File: src/rtl/mm_port_scheduler.sv
// Round-robin arbiter that gives N_CH channels one shared local-memory write port per job.
// Grant is combinational, so a write goes out in its request cycle; a channel that is refused simply keeps req high.
module mm_port_scheduler #(
  parameter int N_CH   = 4,
  parameter int CNT_W  = 16,
  parameter int ADDR_W = 12
) (
  input  logic                    aclk,
  input  logic                    aresetn,
  input  logic                    start,
  input  logic [N_CH*CNT_W-1:0]   size,
  input  logic [N_CH-1:0]         req,
  output logic [N_CH-1:0]         grant,
  output logic                    mem_en,
  output logic                    mem_wren,
  output logic [ADDR_W-1:0]       mem_addr,
  output logic [N_CH-1:0]         ch_done,
  output logic                    rdy,
  output logic                    done
);

  localparam int IDX_W  = (N_CH > 1) ? $clog2(N_CH) : 1;
  localparam int PART_W = ADDR_W - $clog2(N_CH);
  localparam logic [ADDR_W-1:0] PART_MASK = ADDR_W'((64'd1 << PART_W) - 64'd1);

  localparam logic [1:0] S_IDLE   = 2'd0;
  localparam logic [1:0] S_LOAD   = 2'd1;
  localparam logic [1:0] S_RUN    = 2'd2;
  localparam logic [1:0] S_FINISH = 2'd3;

  logic [1:0]       state;
  logic             start_q;
  logic             armed;
  logic [IDX_W-1:0] ptr;
  logic [IDX_W-1:0] ptr_next;
  logic [IDX_W-1:0] gidx;
  logic [IDX_W-1:0] idx;
  logic             gvld;
  logic [N_CH-1:0]  elig;
  logic             launch;
  logic             all_done;
  logic [CNT_W-1:0] cnt    [N_CH];
  logic [CNT_W-1:0] size_r [N_CH];

  // armed stays low after reset until start is seen low, so a start held high
  // through reset cannot relaunch a job on its own.
  assign launch   = start & ~start_q & armed;
  assign all_done = &ch_done;
  assign elig     = (state == S_RUN) ? (req & ~ch_done) : '0;

  always_comb begin
    grant = '0;
    gidx  = '0;
    gvld  = 1'b0;
    idx   = '0;
    for (int off = 0; off < N_CH; off++) begin
      idx = IDX_W'((int'(ptr) + off) % N_CH);
      if (!gvld && elig[idx]) begin
        grant[idx] = 1'b1;
        gidx       = idx;
        gvld       = 1'b1;
      end
    end
  end

  assign ptr_next = (gidx == IDX_W'(N_CH - 1)) ? '0 : gidx + 1'b1;

  // Counter bits above the partition are dropped so a long transfer wraps
  // inside its own partition instead of spilling into the next channel's.
  assign mem_en   = gvld;
  assign mem_wren = gvld;
  assign mem_addr = gvld ? ((ADDR_W'(gidx) << PART_W) | (ADDR_W'(cnt[gidx]) & PART_MASK))
                         : '0;
  assign rdy      = (state == S_RUN);
  assign done     = (state == S_FINISH);

  always_ff @(posedge aclk) begin
    if (!aresetn) begin
      state   <= S_IDLE;
      start_q <= 1'b0;
      armed   <= 1'b0;
      ptr     <= '0;
      ch_done <= '0;
      for (int i = 0; i < N_CH; i++) begin
        cnt[i]    <= '0;
        size_r[i] <= '0;
      end
    end else begin
      start_q <= start;
      if (!start) armed <= 1'b1;
      case (state)
        S_IDLE: begin
          if (launch) state <= S_LOAD;
        end
        S_LOAD: begin
          state <= S_RUN;
          for (int i = 0; i < N_CH; i++) begin
            size_r[i]  <= size[i*CNT_W +: CNT_W];
            cnt[i]     <= '0;
            ch_done[i] <= (size[i*CNT_W +: CNT_W] == '0);
          end
        end
        S_RUN: begin
          if (!start)        state <= S_IDLE;
          else if (all_done) state <= S_FINISH;
          if (gvld) ptr <= ptr_next;
          for (int i = 0; i < N_CH; i++) begin
            if (grant[i]) begin
              if (cnt[i] == size_r[i] - CNT_W'(1)) ch_done[i] <= 1'b1;
              else                                 cnt[i]     <= cnt[i] + CNT_W'(1);
            end
          end
        end
        S_FINISH: begin
          state <= S_IDLE;
        end
        default: begin
          state <= S_IDLE;
        end
      endcase
    end
  end

endmodule

File: config.mk
export PLATFORM = sky130hd
export DESIGN_NAME = mm_port_scheduler
export DESIGN_NICKNAME = d
export VERILOG_FILES = /design/src/rtl/mm_port_scheduler.sv
export SDC_FILE = /design/constraint.sdc
export NUM_CORES = 1
export LEC_CHECK = 0
export CAP_MARGIN = 30
export CORE_UTILIZATION = 45
export DETAILED_ROUTE_END_ITERATION = 6
export GPL_ROUTABILITY_DRIVEN = 0
export HOLD_SLACK_MARGIN = 0.15
export PLACE_DENSITY = 0.73
export REMOVE_ABC_BUFFERS = 1
export SLEW_MARGIN = 15
export SYNTH_ARGS = -nofsm -noshare
export SYNTH_HDL_FRONTEND = slang
export SYNTH_SLANG_ARGS = --single-unit
File: constraint.sdc
create_clock -name aclk -period 3.66 [get_ports aclk]
set_clock_uncertainty 0.15 [all_clocks]
set_input_delay 0.732 -clock aclk [delete_from_list [all_inputs] [get_ports aclk]]
set_output_delay 0.732 -clock aclk [all_outputs]
set_load 0.02 [all_outputs]
==> metrics.md <==
| Metric | Value |
|---|---|
| Final hold vios | `0` |
| Crit. End Element | `primary output` |
| Clk network pwr share | `0.246` |
| Pint | `4.43 mW` |
| Final max-slew violation count | `0` |
| I/O Pins | `95` |
| Slowest-stage cell, CP | `or3b_4` |
| I/O Buffers | `94` |
| Clock latency on the worst-skew pair | `0.43 ns` |
| Number of synthesis warnings | `0` |
| Area delta synth->final | `23.3%` |
| Antenna diode count | `0` |
| Placement row count | `52` |
| Detailed placement HPWL | `about 17 mm` |
| Setup WS post-layout | `-0.0967 ns` |
| Antenna Nets Post-Route | `0` |
| Die height | `146 um` |
| RSZ-0062 raised after global routing | `true` |
| DR vias/cell | `a little under 6` |
| Slew headroom | `0.533` |
| Post-synth ARST share | `0` |
| Initial core utilization | `0.460` |
| Max stage delay on crit path | `0.38 ns` |
| Min-Delay Path Class | `register to register` |
| Worst Path Max Fanout | `6` |
| First-pass GRT wire length | `38.2 mm` |
| Total Routing Usage GR | `0.228` |
| Final #Nets | `1181` |
| DIE AREA | `0.0213 sq mm` |
| Outcome | `finished with violations` |
| Max Root-Sink Buffers | `2` |
| Area after DPL | `0.0108 sq mm` |
| Via count | `between 7000 and 8000` |
| Fin crit share | `1.03` |
| Layout cells sized above 1 | `0.155` |
| Worst Setup SP | `req[1]` |
| Initial antenna violation count | `0` |
| Worst hold start | `armed$_SDFFE_PN0N_` |
| Crit-path cells | `clkdlybuf4s15_1 > or3b_4 > a21oi_2 > or3_1 > a21oi_2 > o21ai_2 > and2_4 > mux2i_2 > o22ai_1 > buf_4` |
| Cells after Synth | `slightly below 1000` |
| Clk Tree Root Cell | `clkbuf_16` |
| Core area | `around 0.02 sq mm` |
| Final Power | `between 6 and 7 mW` |
| CTS tree | `built` |
| CTS Sinks | `138` |
| Num CTS Buffers | `17` |
| Chip width | `146 um` |
| Sw Pwr | `2.54 mW` |
| Final min period | `3.76 ns` |
| EDFF count, synth | `112` |
| Crit path max-delay family | `simple AND/OR/NAND/NOR gates` |
| Sequential fraction of the synthesis area | `0.417` |
| Setup CP Type | `primary input to primary output` |
| Share of power burned in registers | `0.378` |
| Iter 0 DRT Violations | `576` |
| Cells after DPL | `1336` |
| Synth Flop Type | `edfxtp_1` |
| Vias in the first global route | `around 7600` |
| Synthesized cell area | `between 0.009 and 0.01 sq mm` |
| Commonest non-fill, non-tap cell in the layout | `edfxtp_1` |
| Critical R2R Launch | `size_r[0][0]$_SDFFCE_PN0P_` |
| Least-Margin Pin Slew | `about 0.7 ns` |
| Worst path bufs/invs | `2` |
| Final wirelength | `approximately 24 mm` |
| Post-synthesis register bit count | `138` |
| VDD IR-drop max | `402 uV` |
| Switching share of power | `0.364` |
| Required @ worst endpoint | `roughly 2.8 ns` |
| GR Overflow Total | `0` |
| Failing checks | `setup timing` |
| Comb power frac | `0.376` |
| Hold_ws | `0.317 ns` |
| Drt pass-1 iters | `5` |
| Critical path data arrival time | `2.87 ns` |
| Place WS | `-1.01 ns` |
| H-tree levels | `4` |
| Drt drc | `0` |
| Largest net degree at the start of global routing | `77` |
| Commonest non-fill, non-tap cells in the layout | `edfxtp_1 (112), nor2_1 (98), xnor2_1 (82)` |
| Post-Layout Cell Count | `around 1400` |
| Pwr/cell area | `just over 600 mW/mm^2` |
| CP dominant cell by count | `a21oi_2` |
| Wire per inst | `between 15 and 20 um` |
| Max_cap viols | `0` |
| Library cells used by synthesis | `85` |
| Startpoint types | `primary input` |
| Post-route cell area | `0.0115 sq mm` |
| Mean Syn Cell Area | `9.62 sq um` |
| Hold_buf cts | `0` |
| Clock slew at reported path FFs | `~0.060 ns` |
| LEAKAGE | `4.47 nW` |
| FMAX | `266 MHz` |
| # setup viols final | `10` |
| Fillers | `1741` |
## layer usage
layer	global-route usage	wire [um]
met1	0.275	9850
met2	0.378	11500
met3	0.0552	1330
met4	0.121	1030
met5	0	0
## cells by family after synthesis
| family | count (synthesis) | synth area share |
|---|---|---|
| AO/OA/AOI/OAI | 127 | 0.0968 |
| XOR/XNOR | 132 | 0.124 |
| adder cells (fa/ha/maj) | 19 | 0.0256 |
| buffers and inverters | 82 | 0.0390 |
| flip-flops | 138 | 0.417 |
| multiplexers | 26 | 0.0282 |
| AND/OR/NAND/NOR | 443 | 0.269 |
## through the flow
stage	setup TNS [ns]	util
final	-0.695	0.567
after global routing	-1.77	0.567
after floorplan	-45.18	-
after CTS	-0.563	0.566
after global placement	-20.54	0.534
after detailed placement	-23.00	0.534
## Yosys cell counts (4+ instances only)
cell,n,area share
nor3_1,23,0.012
a31oi_1,12,0.0081
mux2i_1,24,0.026
and3_1,75,0.050
xor2_1,50,0.047
nand2b_1,9,0.0061
o21ai_0,19,0.010
xnor2_1,82,0.077
clkbuf_1,34,0.014
or2_2,8,0.0054
nor2_2,9,0.0061
a21o_1,4,0.0032
nor2b_1,10,0.0067
a21oi_1,23,0.012
nand3b_1,7,0.0056
ha_1,19,0.026
nor4_1,31,0.021
o22ai_1,11,0.0074
inv_1,30,0.012
nor3b_1,8,0.0065
a211oi_1,10,0.0081
or4_1,4,0.0032
nand2_1,57,0.023
buf_4,4,0.0032
nor4_2,4,0.0054
nor2_1,98,0.040
and4_1,6,0.0056
buf_2,8,0.0043
a211o_1,4,0.0038
o21ai_1,5,0.0027
edfxtp_1,112,0.36
dfxtp_1,26,0.056
nand3_1,35,0.019
nand4_1,20,0.013
or3_1,11,0.0074
## worst min-delay path: stages (launching register included)
cell and delay (ns):
dfxtp_1 0.31, inv_1 0.05, a21oi_1 0.05
## final cells by class
| type | instances | area (sq um) | area share |
|---|---|---|---|
| Sequential cell | 138 | 3890 | 0.339 |
| Inverter | 32 | 120 | 0.0105 |
| Tap cell | 270 | 338 | 0.0295 |
| Clock inverter | 5 | 55.1 | 0.00480 |
| Timing Repair Buffer | 152 | 1370 | 0.119 |
| Multi-Input combinational cell | 750 | 5170 | 0.451 |
| Clock buffer | 27 | 534 | 0.0466 |
## state kept, by name, summed over array words and instances (netlist names), named ones only
register	count
ptr	1
state	2
armed	1
size_r	64
cnt	64
ch_done	4
start_q	1
## repair_timing
action                                  CTS  global route
pin swaps                                16             7
gates resized for setup                  89            10
cloned                                    2             1
endpoints found under the setup margin   18            17
setup buffers                             3             1
## power groups by stage
stage / logic (mW) / registers (mW) / clock network, mW
detailed placement: 2.53 / 2.66 / 0
global placement: 2.47 / 2.65 / 0
finish: 2.62 / 2.64 / 1.71
global route: 2.86 / 2.69 / 1.80
floorplan: 1.67 / 2.55 / 0
CTS: 2.58 / 2.63 / 1.73
## worst paths after layout
path,endpoint,slack (ns),depth (start not counted)
setup / recovery,mem_addr[3],-0.1,10
hold reg to reg,armed$_SDFFE_PN0N_,0.32,2
setup reg to reg,cnt[0][4]$_SDFFCE_PN0P_,0.39,11
hold / removal,armed$_SDFFE_PN0N_,0.32,2
Power figures use the tool's default switching activity.
